File: src/rtl/bist_march_ctrl_if.sv
// bist_march_ctrl_if -- memory-side bus between the March BIST controller and the RAM under test.
// master: the BIST controller drives address/controls/write data and receives read data.
// slave : the memory (or its model) receives controls and returns read data one cycle later.
interface bist_march_ctrl_if #(
    parameter int ADDR_WIDTH = 16
) ();
    logic [ADDR_WIDTH-1:0] BIST_ADDR;
    logic                  BIST_CE;
    logic                  BIST_CSB;
    logic                  BIST_WEB;
    logic                  BIST_OEB;
    logic [7:0]            BIST_IDATA;
    logic [7:0]            MEM_ODATA;

    modport master (
        output BIST_ADDR,
        output BIST_CE,
        output BIST_CSB,
        output BIST_WEB,
        output BIST_OEB,
        output BIST_IDATA,
        input  MEM_ODATA
    );

    modport slave (
        input  BIST_ADDR,
        input  BIST_CE,
        input  BIST_CSB,
        input  BIST_WEB,
        input  BIST_OEB,
        input  BIST_IDATA,
        output MEM_ODATA
    );
endinterface

File: src/rtl/bist_march_ctrl.sv
// bist_march_ctrl -- March C- memory BIST sequencer with a block-level fault bitmap
// that raises one repair request per newly failing block, up to MAX_FAULT_BLOCK spares.
// Optional feature: define BIST_CHECKERBOARD_EN to append M6 (up w55) and
// M7 (up r55, wAA) after M5; without it M5 goes straight to DRAIN.
module bist_march_ctrl #(
    parameter int ADDR_WIDTH      = 16,
    parameter int BLOCK_SIZE      = 128,
    parameter int MAX_FAULT_BLOCK = 25
) (
    input  logic                  CLK,
    input  logic                  RSTN,
    input  logic                  START,
    bist_march_ctrl_if.master     mem,
    output logic                  BIST_EN,
    output logic                  BIST_PASS,
    output logic [ADDR_WIDTH-1:0] NEED_REPAIR_ADDR,
    output logic                  BIST_DONE,
    output logic                  BIST_FAIL
);
    localparam int         BLK_LSB = $clog2(BLOCK_SIZE);
    localparam int         BLK_W   = ADDR_WIDTH - BLK_LSB;
    localparam int         NBLK    = 2 ** BLK_W;
    localparam logic [4:0] MAX_CNT = 5'(MAX_FAULT_BLOCK);

`ifdef BIST_CHECKERBOARD_EN
    typedef enum logic [3:0] {
        S_IDLE, S_M0, S_M1, S_M2, S_M3, S_M4, S_M5, S_M6, S_M7, S_DRAIN, S_DONE
    } state_t;
`else
    typedef enum logic [3:0] {
        S_IDLE, S_M0, S_M1, S_M2, S_M3, S_M4, S_M5, S_DRAIN, S_DONE
    } state_t;
`endif

    // ---------------------------------------------------------------
    // March element table
    // ---------------------------------------------------------------
    function automatic logic is_access(input state_t s);
        case (s)
            S_M0, S_M1, S_M2, S_M3, S_M4, S_M5: return 1'b1;
`ifdef BIST_CHECKERBOARD_EN
            S_M6, S_M7:                         return 1'b1;
`endif
            default:                            return 1'b0;
        endcase
    endfunction

    function automatic logic is_up(input state_t s);
        case (s)
            S_M3, S_M4: return 1'b0;
            default:    return 1'b1;
        endcase
    endfunction

    function automatic logic has_rd(input state_t s);
        case (s)
            S_M1, S_M2, S_M3, S_M4, S_M5: return 1'b1;
`ifdef BIST_CHECKERBOARD_EN
            S_M7:                         return 1'b1;
`endif
            default:                      return 1'b0;
        endcase
    endfunction

    function automatic logic has_wr(input state_t s);
        case (s)
            S_M0, S_M1, S_M2, S_M3, S_M4: return 1'b1;
`ifdef BIST_CHECKERBOARD_EN
            S_M6, S_M7:                   return 1'b1;
`endif
            default:                      return 1'b0;
        endcase
    endfunction

    function automatic logic [7:0] rd_val(input state_t s);
        case (s)
            S_M2, S_M4: return 8'hFF;
`ifdef BIST_CHECKERBOARD_EN
            S_M7:       return 8'h55;
`endif
            default:    return 8'h00;
        endcase
    endfunction

    function automatic logic [7:0] wr_val(input state_t s);
        case (s)
            S_M1, S_M3: return 8'hFF;
`ifdef BIST_CHECKERBOARD_EN
            S_M6:       return 8'h55;
            S_M7:       return 8'hAA;
`endif
            default:    return 8'h00;
        endcase
    endfunction

    function automatic state_t next_elem(input state_t s);
        case (s)
            S_M0:    return S_M1;
            S_M1:    return S_M2;
            S_M2:    return S_M3;
            S_M3:    return S_M4;
            S_M4:    return S_M5;
`ifdef BIST_CHECKERBOARD_EN
            S_M5:    return S_M6;
            S_M6:    return S_M7;
`endif
            default: return S_DRAIN;
        endcase
    endfunction

    // ---------------------------------------------------------------
    // Sequencer state
    // ---------------------------------------------------------------
    state_t                state_q, state_d;
    logic [ADDR_WIDTH-1:0] addr_q, addr_d;
    // Write-phase flag of a read+write element; in DRAIN it counts the two wait cycles.
    logic                  wph_q, wph_d;
    logic [7:0]            exp_q;
    logic                  start_acc;
    logic                  last_addr;
    logic                  acc_d, wr_d;

    // Next state: walk addresses within an element, hop straight into the next element at its end.
    always_comb begin
        state_d   = state_q;
        addr_d    = addr_q;
        wph_d     = wph_q;
        start_acc = START && (state_q == S_IDLE || state_q == S_DONE);
        last_addr = is_up(state_q) ? (addr_q == '1) : (addr_q == '0);
        case (state_q)
            S_IDLE, S_DONE: begin
                if (start_acc) begin
                    state_d = S_M0;
                    addr_d  = '0;
                    wph_d   = 1'b0;
                end
            end
            S_DRAIN: begin
                if (wph_q) begin
                    state_d = S_DONE;
                    wph_d   = 1'b0;
                end else begin
                    wph_d = 1'b1;
                end
            end
            default: begin
                if (has_rd(state_q) && has_wr(state_q) && !wph_q) begin
                    wph_d = 1'b1;
                end else begin
                    wph_d = 1'b0;
                    if (last_addr) begin
                        state_d = next_elem(state_q);
                        addr_d  = is_up(state_d) ? '0 : '1;
                    end else begin
                        addr_d = is_up(state_q) ? addr_q + 1'b1 : addr_q - 1'b1;
                    end
                end
            end
        endcase
        acc_d = is_access(state_d);
        wr_d  = acc_d && has_wr(state_d) && (!has_rd(state_d) || wph_d);
    end

    // FSM register with memory controls and status levels registered from the next state.
    always_ff @(posedge CLK or negedge RSTN) begin
        if (!RSTN) begin
            state_q        <= S_IDLE;
            addr_q         <= '0;
            wph_q          <= 1'b0;
            exp_q          <= '0;
            mem.BIST_CE    <= 1'b0;
            mem.BIST_CSB   <= 1'b1;
            mem.BIST_WEB   <= 1'b1;
            mem.BIST_OEB   <= 1'b1;
            mem.BIST_ADDR  <= '0;
            mem.BIST_IDATA <= '0;
            BIST_EN        <= 1'b0;
            BIST_DONE      <= 1'b0;
        end else begin
            state_q        <= state_d;
            addr_q         <= addr_d;
            wph_q          <= wph_d;
            exp_q          <= rd_val(state_d);
            mem.BIST_CE    <= acc_d;
            mem.BIST_CSB   <= !acc_d;
            mem.BIST_WEB   <= !wr_d;
            mem.BIST_OEB   <= !(acc_d && !wr_d);
            mem.BIST_ADDR  <= acc_d ? addr_d : '0;
            mem.BIST_IDATA <= wr_d ? wr_val(state_d) : 8'h00;
            BIST_EN        <= (state_d != S_IDLE) && (state_d != S_DONE);
            BIST_DONE      <= (state_d == S_DONE);
        end
    end

    // ---------------------------------------------------------------
    // Read compare and fault bitmap
    // ---------------------------------------------------------------
    logic                  rd1_q;
    logic [7:0]            exp1_q;
    logic [ADDR_WIDTH-1:0] addr1_q;
    logic [NBLK-1:0]       bmap_q;
    logic [4:0]            fcnt_q;
    logic [BLK_W-1:0]      blk;
    logic                  new_blk;

    assign blk     = addr1_q[ADDR_WIDTH-1:BLK_LSB];
    assign new_blk = rd1_q && (mem.MEM_ODATA != exp1_q) && !bmap_q[blk];

    // Track reads one cycle behind the bus, compare returned data and report first fault per block.
    always_ff @(posedge CLK or negedge RSTN) begin
        if (!RSTN) begin
            rd1_q            <= 1'b0;
            exp1_q           <= '0;
            addr1_q          <= '0;
            bmap_q           <= '0;
            fcnt_q           <= '0;
            BIST_PASS        <= 1'b0;
            NEED_REPAIR_ADDR <= '0;
            BIST_FAIL        <= 1'b0;
        end else begin
            rd1_q     <= mem.BIST_CE && !mem.BIST_OEB;
            exp1_q    <= exp_q;
            addr1_q   <= mem.BIST_ADDR;
            BIST_PASS <= 1'b0;
            if (start_acc) begin
                bmap_q    <= '0;
                fcnt_q    <= '0;
                BIST_FAIL <= 1'b0;
            end else if (new_blk) begin
                bmap_q[blk] <= 1'b1;
                if (fcnt_q != 5'd31) begin
                    fcnt_q <= fcnt_q + 5'd1;
                end
                if (fcnt_q < MAX_CNT) begin
                    BIST_PASS        <= 1'b1;
                    NEED_REPAIR_ADDR <= addr1_q;
                end else begin
                    BIST_FAIL <= 1'b1;
                end
            end
        end
    end
endmodule

File: src/flat_wrapper.sv
// flat-port wrapper written by rule: the top's interface ports become plain ports
module bist_march_ctrl_flat 
#(
    parameter int ADDR_WIDTH      = 16,
    parameter int BLOCK_SIZE      = 128,
    parameter int MAX_FAULT_BLOCK = 25
)
  (CLK, RSTN, START, BIST_EN, BIST_PASS, NEED_REPAIR_ADDR, BIST_DONE, BIST_FAIL, mem_BIST_ADDR, mem_BIST_CE, mem_BIST_CSB, mem_BIST_WEB, mem_BIST_OEB, mem_BIST_IDATA, mem_MEM_ODATA);
  bist_march_ctrl_if #(.ADDR_WIDTH(ADDR_WIDTH)) mem_i ();
  input  logic CLK;
  input  logic RSTN;
  input  logic START;
  output logic BIST_EN;
  output logic BIST_PASS;
  output logic [ADDR_WIDTH-1:0] NEED_REPAIR_ADDR;
  output logic BIST_DONE;
  output logic BIST_FAIL;
  output wire logic [$bits(mem_i.BIST_ADDR)-1:0] mem_BIST_ADDR;
  output wire logic [$bits(mem_i.BIST_CE)-1:0] mem_BIST_CE;
  output wire logic [$bits(mem_i.BIST_CSB)-1:0] mem_BIST_CSB;
  output wire logic [$bits(mem_i.BIST_WEB)-1:0] mem_BIST_WEB;
  output wire logic [$bits(mem_i.BIST_OEB)-1:0] mem_BIST_OEB;
  output wire logic [$bits(mem_i.BIST_IDATA)-1:0] mem_BIST_IDATA;
  input wire logic [$bits(mem_i.MEM_ODATA)-1:0] mem_MEM_ODATA;
  assign mem_BIST_ADDR = mem_i.BIST_ADDR;
  assign mem_BIST_CE = mem_i.BIST_CE;
  assign mem_BIST_CSB = mem_i.BIST_CSB;
  assign mem_BIST_WEB = mem_i.BIST_WEB;
  assign mem_BIST_OEB = mem_i.BIST_OEB;
  assign mem_BIST_IDATA = mem_i.BIST_IDATA;
  assign mem_i.MEM_ODATA = mem_MEM_ODATA;
  bist_march_ctrl #(.ADDR_WIDTH(ADDR_WIDTH), .BLOCK_SIZE(BLOCK_SIZE), .MAX_FAULT_BLOCK(MAX_FAULT_BLOCK)) u_core (.CLK(CLK), .RSTN(RSTN), .START(START), .mem(mem_i), .BIST_EN(BIST_EN), .BIST_PASS(BIST_PASS), .NEED_REPAIR_ADDR(NEED_REPAIR_ADDR), .BIST_DONE(BIST_DONE), .BIST_FAIL(BIST_FAIL));
endmodule
File: config.mk
export PLATFORM = sky130hd
export DESIGN_NAME = bist_march_ctrl_flat
export DESIGN_NICKNAME = d
export VERILOG_FILES = /design/src/rtl/bist_march_ctrl_if.sv /design/src/rtl/bist_march_ctrl.sv /design/src/flat_wrapper.sv
export SDC_FILE = /design/constraint.sdc
export NUM_CORES = 1
export LEC_CHECK = 0
export BUFFER_PORTS_ARGS = -buffer_cell sky130_fd_sc_hd__clkbuf_2
export CAP_MARGIN = 20
export CORE_MARGIN = 2
export CORE_UTILIZATION = 63
export CTS_BUF_LIST = sky130_fd_sc_hd__clkbuf_4 sky130_fd_sc_hd__clkbuf_8 sky130_fd_sc_hd__clkbuf_16
export CTS_CLUSTER_DIAMETER = 150
export DETAILED_ROUTE_END_ITERATION = 8
export GPL_TIMING_DRIVEN = 1
export PLACE_DENSITY = 0.81
export SLEW_MARGIN = 20
export SYNTH_ARGS = -nofsm -noshare
export SYNTH_HDL_FRONTEND = slang
export SYNTH_SLANG_ARGS = --single-unit
File: constraint.sdc
create_clock -name CLK -period 5.15 [get_ports CLK]
set_input_delay 0.515 -clock CLK [delete_from_list [all_inputs] [get_ports CLK]]
set_output_delay 0.515 -clock CLK [all_outputs]
set_load 0.01 [all_outputs]
Yosys cells after proc, flatten, opt, wreduce, memory -nomap -nowiden:

Index checks and enable logic that the tools add are counted.

* register bits: 619
* input port bits: 11
* logic and storage cells: 143

* add/subtract/negate cells: 3
* order comparisons: 3
* equal/unequal tests: 22
* mux-type cells: 54
* bitwise logic cells: 2
* reductions and logical operators: 39

Operators by type and width (number)
* two-way mux 512 bit: 2
* OR 512 bit: 1
* two-way mux 16 bit: 6
* == test 4 x 3 -> 1 bit, second input constant: 9
* one-hot mux 16 bit (2 select lines): 1
* two-way mux 4 bit: 7
* two-way mux 1 bit: 27
* two-way mux 8 bit: 3
* OR reduction 5 bit: 4
* adder 16 x 1 -> 16 bit, second input constant: 1
* == test 16 bit, second input constant: 1
* == test 4 x 2 -> 1 bit, second input constant: 4
* logical NOT 16 bit: 1
* subtractor 16 x 1 -> 16 bit, second input constant: 1
* two-way mux 5 bit: 3
* one-hot mux 3 bit (5 select lines): 1
* logical AND 1 bit: 11
* less-than comparator 9 x 10 -> 1 bit, second input constant: 1
* OR reduction 2 bit: 5
* binary-select mux 1 bit (select 9 bit): 1
* demux 1 bit (select 9 bit): 1
* >= comparator 9 x 1 -> 1 bit, second input constant: 1
* == test 4 x 1 -> 1 bit, second input constant: 2
* == test 4 bit, second input constant: 2
* 18 further kinds: 27

Logic depth before layout (Yosys ltp):

Gate-level depths: netlist (run 1).

* depth in word-level cells: 20
* mapped depth: 18
* gate-level depth less buffers: 11

Least setup slack after synthesis (run 1):

No wires, ideal clock.

* path type: register -> register
* start: reg u_core.state_q[3]
* end: reg u_core.mem.BIST_ADDR[14]
* setup time: 0.140 ns
* data arrival time: 3.911 ns
* data required time: 5.010 ns
* setup slack: 1.098 ns
* stages on the path, launching flop included: 12
* path buffers: 0
* path through: dfrtp_1 -> nor3b_1 -> ha_1 -> a21o_1 -> a21oi_1 -> o21ai_0 -> a2111oi_0 -> o31a_1 -> a21oi_1 -> xor2_1 -> a221o_1 -> nor2b_1

* cells in the longest elaborated chain, start to end: 16
* elaborated cells between the ends (all ways): 57
* those cells by class: 16 x eq/ne; 30 x mux; 11 x reduce/logical

Ends and longest elaborated chain
* start: declaration: line bist_march_ctrl.sv:114 `state_t state_q, state_d;`
* start signal: assignment: line bist_march_ctrl.sv:180 `state_q <= state_d;`
* == test 4 x 3 -> 1 bit, or another cell as far along
* one-hot mux 3 bit (5 select lines): line bist_march_ctrl.sv:97 `case (s)`
* two-way mux 4 bit: line bist_march_ctrl.sv:151 `if (last_addr) begin`
* two-way mux 4 bit: line bist_march_ctrl.sv:147 `if (has_rd(state_q) && has_wr(state_q) && !wph_q) begin`
* two-way mux 4 bit: line bist_march_ctrl.sv:130 `case (state_q)`
* == test 4 x 3 -> 1 bit: line bist_march_ctrl.sv:49 `case (s)`
* OR reduction 2 bit: line bist_march_ctrl.sv:49
* two-way mux 1 bit: line bist_march_ctrl.sv:49
* two-way mux 1 bit: line bist_march_ctrl.sv:151
* two-way mux 1 bit: line bist_march_ctrl.sv:147
* two-way mux 1 bit: line bist_march_ctrl.sv:130
* two-way mux 16 bit: line bist_march_ctrl.sv:153 `addr_d = is_up(state_d) ? '0 : '1;`
* two-way mux 16 bit: line bist_march_ctrl.sv:151
* two-way mux 16 bit: line bist_march_ctrl.sv:147
* one-hot mux 16 bit (2 select lines) (*): line bist_march_ctrl.sv:130
* net u_core.addr_d[14]: line bist_march_ctrl.sv:115 `logic [ADDR_WIDTH-1:0] addr_q, addr_d;`
* two-way mux 16 bit (*): line bist_march_ctrl.sv:188 `mem.BIST_ADDR <= acc_d ? addr_d : '0;`
* end signal: assignment: line bist_march_ctrl.sv:188
* end: declaration: line bist_march_ctrl_if.sv:16 `output BIST_ADDR,`

Mark *: on every way through the listed nets, which the timed path passes. The rest lies on a longest branch. The select of a mux whose other input is x is not followed.
A chain may end at the register's enable or synchronous reset.

Worst setup path after layout (run 1):

* start: reg u_core.addr1_q[9]
* end: reg u_core.bmap_q[169]

* cells in the longest elaborated chain, start to end: 7
* elaborated cells between the ends (all ways): 13
* those cells by class: 2 x order compare; 6 x mux; 1 x bitwise; 4 x reduce/logical

Ends and longest elaborated chain
* start: declaration: line bist_march_ctrl.sv:200 `logic [ADDR_WIDTH-1:0] addr1_q;`
* start signal: assignment: line bist_march_ctrl.sv:223 `addr1_q <= mem.BIST_ADDR;`
* less-than comparator 9 x 10 -> 1 bit (not written as such) / >= comparator 9 x 1 -> 1 bit (equally long branches): line bist_march_ctrl.sv:230 `bmap_q[blk] <= 1'b1;`
* logical AND 1 bit (not written as such): line bist_march_ctrl.sv:230
* two-way mux 1 bit (not written as such): line bist_march_ctrl.sv:230
* demux 1 bit (select 9 bit)
* OR 512 bit (no source line)
* two-way mux 512 bit: line bist_march_ctrl.sv:229 `end else if (new_blk) begin`
* two-way mux 512 bit: line bist_march_ctrl.sv:225 `if (start_acc) begin`
* end signal: assignment: line bist_march_ctrl.sv:215 `bmap_q <= '0;`
* end signal: assignment: line bist_march_ctrl.sv:226 `bmap_q <= '0;`
* end signal: indexed assignment: line bist_march_ctrl.sv:230
* end: declaration: line bist_march_ctrl.sv:201 `logic [NBLK-1:0] bmap_q;`

Several ways; a longest one is shown, not always the timed one. The select of a mux whose other input is x is not followed.

==> flow_summary.json, run 1 <==
{
  "startpoint": "u_core.addr1_q[9]",
  "min_from": "START",
  "slew_viol_final": 0,
  "numCtsBuffers": 60,
  "place_area_um2": 28700,
  "cp.arrival_ns": 5.30,
  "vias": 20636,
  "hp-class": "input port to register",
  "setup_viol": 0,
  "ys_ff_latch": 598,
  "register_area_um2": 15000,
  "yosysWarnings": 0,
  "hold_violations": 0,
  "fillCellCount": 3039,
  "rsz0062_at_grt": "no",
  "drive_gt1_share_pct": 16.7,
  "gp_congestion": 0.882,
  "post_cts_resized": 0,
  "dieArea_um2": 46300,
  "max-cap-violations": 0,
  "dr.pass1.iters": 8,
  "cts_tree": "yes",
  "clockBufferDepth": 3,
  "dieHeight_um": 215,
  "power.internal_mw": 7.75,
  "design_area_um2": 31000,
  "ir_drop_uv": 335,
  "clkLatencyLatePin_ns": 0.64,
  "syn-cell-area_um2": 28100,
  "ys_seq_area_share_pct": 53.2,
  "gr-total-overflow": 0,
  "clk_transition_reported_paths_ns": 0.06,
  "yosys.cell_types.count": 74,
  "p_sw_mw": 2.54,
  "fin_util_pct": 70.2,
  "startpoint_type": "register",
  "ys_top_cells_by_area": "dfrtp_1, a22o_1, mux4_2",
  "synth_top_area_share_pct": 53.0,
  "yosysTopAreaCell": "dfrtp_1",
  "finalWorstSetupSlack_ns": 0.408,
  "period_minus_slack_ns": 4.74,
  "finalCritPeriodShare_pct": 92.1,
  "p_leak_nw": 13.7,
  "num_antenna_cells": 0,
  "syn_nets": 2330,
  "critPathCaptureType": "register",
  "cp_max_fo": 112,
  "io_pins": 59,
  "routedWlPerCell_um": 25.7,
  "final_nets": 2295,
  "antenna_found_initial": 0,
  "numClockSinks": 598,
  "power_density_nw_per_um2": 332,
  "dp_hpwl_um": 45100,
  "status": "finished, final reports clean",
  "ctsHtreeMaxLevel": 2,
  "grt_pass1_wl_um": 120000,
  "tightest_slew_ns": 1.16,
  "place_ws_ns": 0.575,
  "finalPower_mw": 10.3,
  "initial_core_util_pct": 63.7,
  "swShare_pct": 24.7,
  "syn_avg_cell_area_um2": 12.2,
  "grt_max_degree": 260,
  "worstPathRequired_ns": 5.70,
  "rows": 77,
  "wl_um": 74900,
  "critPathKind": "register to register",
  "fin_skew_ns": 0.0247,
  "finalSetupTns_ns": 0,
  "core_area_um2": 44100,
  "reg2reg_from": "u_core.addr1_q[9]",
  "vias_per_cell": 7.09,
  "syn_to_final_growth_pct": 10.2,
  "maxSlewHeadroom_pct": 22.6,
  "remaining_drc_errors": 0,
  "root_buffer": "clkbuf_16",
  "ys.flop_type": "dfrtp_1",
  "syn_inst": 2302,
  "p_seq_share_pct": 46.6,
  "grt_pass1_vias": 20766,
  "antenna_left": 0,
  "multiInputGateArea_um2": 12000,
  "async_reset_ff_share_pct": 100,
  "portBuffers": 58,
  "grt.total_usage_pct": 32.7,
  "clock_power_share_pct": 46.1,
  "drt_iter0_drc": 2564,
  "synth-edff-count": 0,
  "comb_power_share_pct": 7.3,
  "die_w_um": 215,
  "max_clock_freq_mhz": 211
}
[critical path, cell delays in order (launching register included)]
cell	delay, ns
dfrtp_2	0.83
buf_4	0.37
mux4_2	0.34
mux2i_1	0.35
o32ai_1	0.24
or4_1	0.53
a211oi_2	0.29
nand4_1	0.12
or2_4	0.44
buf_4	0.50
nor3_1	0.40
o21a_1	0.18
[cell usage in the layout (no fill, tap or decap), types with 7 or more instances in the layout]
cell type / n
mux2i_1: 101
nand3b_1: 7
nand3_1: 41
dfrtp_1: 592
buf_12: 13
clkbuf_4: 11
inv_1: 8
nor2b_1: 28
mux4_2: 85
nor4_1: 7
nor3_1: 232
clkinv_2: 11
o211ai_1: 7
nor2_1: 50
clkbuf_16: 61
nand4_1: 21
a21o_1: 13
o21ai_0: 16
o21a_1: 228
a22oi_1: 46
a22o_1: 298
and2_1: 7
mux2_2: 9
and3_1: 8
ha_1: 16
a21oi_1: 25
nor2_2: 10
xnor2_1: 9
bufinv_16: 7
clkbuf_2: 57
mux2_1: 9
nor3_4: 10
a31oi_1: 13
buf_4: 63
nor3b_1: 7
nand2_1: 67
clkbuf_8: 18
nand2b_1: 12
[stage by stage]
| stage | instances | hold slack [ns] |
|---|---|---|
| 6_report | 2910 | 0.338 |
| 4_1_cts | 2907 | 0.121 |
| 2_1_floorplan | 2302 | 0.219 |
| 3_3_place_gp | 2794 | 0.337 |
| 3_5_place_dp | 2794 | 0.355 |
| 5_1_grt | 2910 | 0.382 |
[power groups by stage]
stage / sequential [mW] / combinational, mW / clock, mW
6_report: 4.80 / 0.747 / 4.74
5_1_grt: 4.80 / 0.817 / 4.96
4_1_cts: 4.80 / 0.734 / 4.76
3_5_place_dp: 4.88 / 0.732 / 0
3_3_place_gp: 4.88 / 0.710 / 0
2_1_floorplan: 4.88 / 0.487 / 0
[layer usage]
layer  GRT usage, %  share of wire, %
met1           46.9                40
met3           6.24               9.7
met4           12.8               3.5
met5              0                 0
met2           50.1                47
[cell type report]
cell class,instances,area share (%)
Tap cell,592,2.39
Multi-Input combinational cell,1461,38.6
Clock inverter,23,1.03
Inverter,9,0.109
Timing Repair Buffer,137,3.55
Sequential cell,598,48.3
Clock buffer,90,5.99
[state kept, by name, summed over array words and instances, names as in the netlist]
| signal | count |
|---|---|
| u_core.addr1_q | 16 |
| u_core.BIST_FAIL | 1 |
| u_core.addr_q | 16 |
| u_core.wph_q | 1 |
| u_core.NEED_REPAIR_ADDR | 16 |
| u_core.mem.BIST_ADDR | 16 |
| u_core.fcnt_q | 5 |
| u_core.mem.BIST_WEB | 1 |
| u_core.BIST_EN | 1 |
| u_core.bmap_q | 512 |
| u_core.mem.BIST_CSB | 1 |
| u_core.mem.BIST_IDATA | 1 |
| u_core.mem.BIST_CE | 1 |
| u_core.BIST_DONE | 1 |
| u_core.mem.BIST_OEB | 1 |
| u_core.exp_q | 1 |
| u_core.state_q | 4 |
| u_core.exp1_q | 1 |
| u_core.rd1_q | 1 |
| u_core.BIST_PASS | 1 |
[cells in the mapped netlist, types with 7 or more instances]
cell      count
dfrtp_1     595
a22o_1      298
nor3_1      232
o21a_1      228
clkbuf_1    146
mux2i_1     101
mux4_2       85
nand2_1      68
nor2_1       60
a22oi_1      46
nand3_1      41
buf_4        31
buf_2        29
nor2b_1      29
a21oi_1      25
nand4_1      21
buf_6        17
ha_1         16
o21ai_0      16
a21o_1       13
a31oi_1      13
nand2b_1     12
nor3_4       10
mux2_1        9
mux2_2        9
xnor2_1       9
and3_1        8
buf_1         8
inv_1         8
nor3b_1       8
and2_1        7
nand3b_1      7
nor4_1        7
o211ai_1      7
[repair_timing]
action / 4_1_cts / 5_1_grt
hold buffers: 0 / 1
endpoints found under the hold margin: 0 / 40
setup buffers: 0 / 0
[logic make-up after synthesis]
family	share of synthesized area, %
AO/OA/AOI/OAI	19.5
flip-flops	53.2
AND/OR/NAND/NOR	10.4
buffers and inverters	4.40
multiplexers	11.1
adder cells (fa/ha/maj)	0.783
XOR/XNOR	0.467
[final timing paths]
check	depth (start not counted)	end	slack (ns)
worst max-delay path	11	u_core.bmap_q[169]	0.41
worst min-delay path	4	u_core.wph_q	0.34
worst max register to register	11	u_core.bmap_q[169]	0.41
worst min register to register	0	u_core.addr1_q[3]	0.38
max in group asynchronous	4	u_core.addr1_q[8]	3.28
min in group asynchronous	2	u_core.bmap_q[183]	0.39
Power figures use the tool's default switching activity.
==> run 2, diff against run 1 <==
BUFFER_PORTS_ARGS = unset   (was -buffer_cell sky130_fd_sc_hd__clkbuf_2)
CAP_MARGIN = unset   (was 20)
CORE_UTILIZATION = 64   (was 63)
DONT_BUFFER_PORTS = 1   (was unset)
REMOVE_ABC_BUFFERS = 1   (was unset)
==> flow_summary.json, run 2 (synthesis results as in run 1) <==
{
  "rsz0062_at_grt": "no",
  "fillCellCount": 2872,
  "cts_tree": "yes",
  "drt_iter0_drc": 2798,
  "finalSetupTns_ns": 0,
  "reg2reg_from": "u_core.addr1_q[7]",
  "dieArea_um2": 45600,
  "numCtsBuffers": 59,
  "mostFrequentLayoutCell": "dfrtp_1",
  "grt_pass1_wl_um": 121000,
  "finalCritPeriodShare_pct": 93.1,
  "grt_max_degree": 599,
  "final_nets": 2227,
  "ctsHtreeMaxLevel": 2,
  "clkLatencyLatePin_ns": 0.64,
  "antenna_left": 0,
  "cts_setup_buffers": 0,
  "dieHeight_um": 214,
  "design_area_um2": 30500,
  "startpoint": "u_core.addr1_q[7]",
  "fin_skew_ns": 0.0242,
  "antenna_found_initial": 0,
  "final_cell_mix": "dfrtp_1, a22o_1, nor3_1",
  "num_antenna_cells": 0,
  "clockBufferDepth": 3,
  "regMostFlops": "u_core.bmap_q",
  "status": "finished, violations left",
  "critPathKind": "register to register",
  "finalWorstSetupSlack_ns": 0.357,
  "io_pins": 59,
  "root_buffer": "clkbuf_16",
  "vias": 20620,
  "cp.arrival_ns": 5.37,
  "setup_viol": 0,
  "critPathSlowestCell": "dfrtp_4",
  "gp_congestion": 0.924,
  "drive_gt1_share_pct": 14.1,
  "hold_violations": 214,
  "initial_core_util_pct": 65.1,
  "routedWlPerCell_um": 26.9,
  "tightest_slew_ns": 3.14,
  "maxSlewHeadroom_pct": -109,
  "die_w_um": 214,
  "startpoint_type": "register",
  "p_leak_nw": 13.3,
  "place_area_um2": 28300,
  "crit_path_cell_trace": "buf_4, buf_4, mux4_2, a2bb2oi_1, a22oi_1, o221ai_1, a211oi_2, nand4_1, or2_4, buf_4, nor3_1, o21a_1",
  "remaining_drc_errors": 0,
  "ir_drop_uv": 426,
  "slew_viol_final": 426,
  "post_cts_resized": 0,
  "numClockSinks": 598,
  "grt.total_usage_pct": 34.4,
  "dr.pass1.iters": 6,
  "path_buf_inv": 3,
  "hp-class": "input port to asynchronous set/reset pin",
  "syn_to_final_growth_pct": 8.33,
  "vias_per_cell": 7.28,
  "wl_um": 76100,
  "grt_pass1_vias": 20818,
  "worstPathRequired_ns": 5.72,
  "period_minus_slack_ns": 4.79,
  "dpl.cell_count": 2722,
  "rows": 76,
  "power_density_nw_per_um2": 331,
  "dp_hpwl_um": 44800,
  "instances_no_fill": 2831,
  "cp_max_fo": 104,
  "violations": "hold timing, slew limit",
  "max_clock_freq_mhz": 209,
  "crit_top_cell": "buf_4",
  "max-cap-violations": 0,
  "gr-total-overflow": 0,
  "whs_ns": -0.390,
  "slowest_delay_ns": 0.97,
  "portBuffers": 0,
  "r2r_setup_slack_ns": 0.36,
  "clk_transition_reported_paths_ns": 0.06,
  "place_ws_ns": 0.412,
  "critPathCaptureType": "register",
  "fin_util_pct": 70.5,
  "core_area_um2": 43200,
  "cp_top_family": "buffers and inverters",
  "largest_reg_flops": 512
}
run 2: worst reg2reg max path, cell delays in order, from the launching register on:
cell	delay, ns
dfrtp_4	0.97
buf_4	0.46
buf_4	0.27
mux4_2	0.52
a2bb2oi_1	0.14
a22oi_1	0.32
o221ai_1	0.21
a211oi_2	0.29
nand4_1	0.15
or2_4	0.34
buf_4	0.44
nor3_1	0.45
o21a_1	0.17
run 2: metrics by stage:
step	hold slack, ns	power, mW
floorplan	0.219	5.31
global placement	0.279	5.47
detailed placement	0.270	5.49
CTS	-0.384	10.1
global route	-0.411	10.4
finish	-0.390	10.1
run 2: final timing paths:
kind,end,cells after the start
worst max-delay path,u_core.bmap_q[203],12
worst min-delay path,u_core.bmap_q[97],0
worst max register to register,u_core.bmap_q[203],12
worst min register to register,u_core.exp1_q[6],0
max in group asynchronous,u_core.addr1_q[9],0
min in group CLK,u_core.wph_q,3
run 2: power by group:
part	switching (mW)	internal (mW)
sequential	0.0618	4.75
clock	1.86	2.79
combinational	0.488	0.137
run 2: final cells by class:
| cell class | count | area, um^2 | share of cell area, % |
|---|---|---|---|
| flip-flops and latches | 598 | 15000 | 49.2 |
| well taps | 585 | 732 | 2.40 |
| clock buffers | 91 | 1830 | 6.00 |
| repair buffers | 70 | 649 | 2.13 |
| multi-input cells | 1461 | 11900 | 39.2 |
| inverters | 9 | 33.8 | 0.111 |
| clock inverters | 17 | 288 | 0.945 |
run 2: per-layer routing:
metal,wire (um),GRT usage [%],vias up
li1,-,-,8522
met1,30200,48.5,10642
met2,35300,52.6,1199
met3,7580,7.94,257
met4,3020,13.5,0
met5,0,0,-
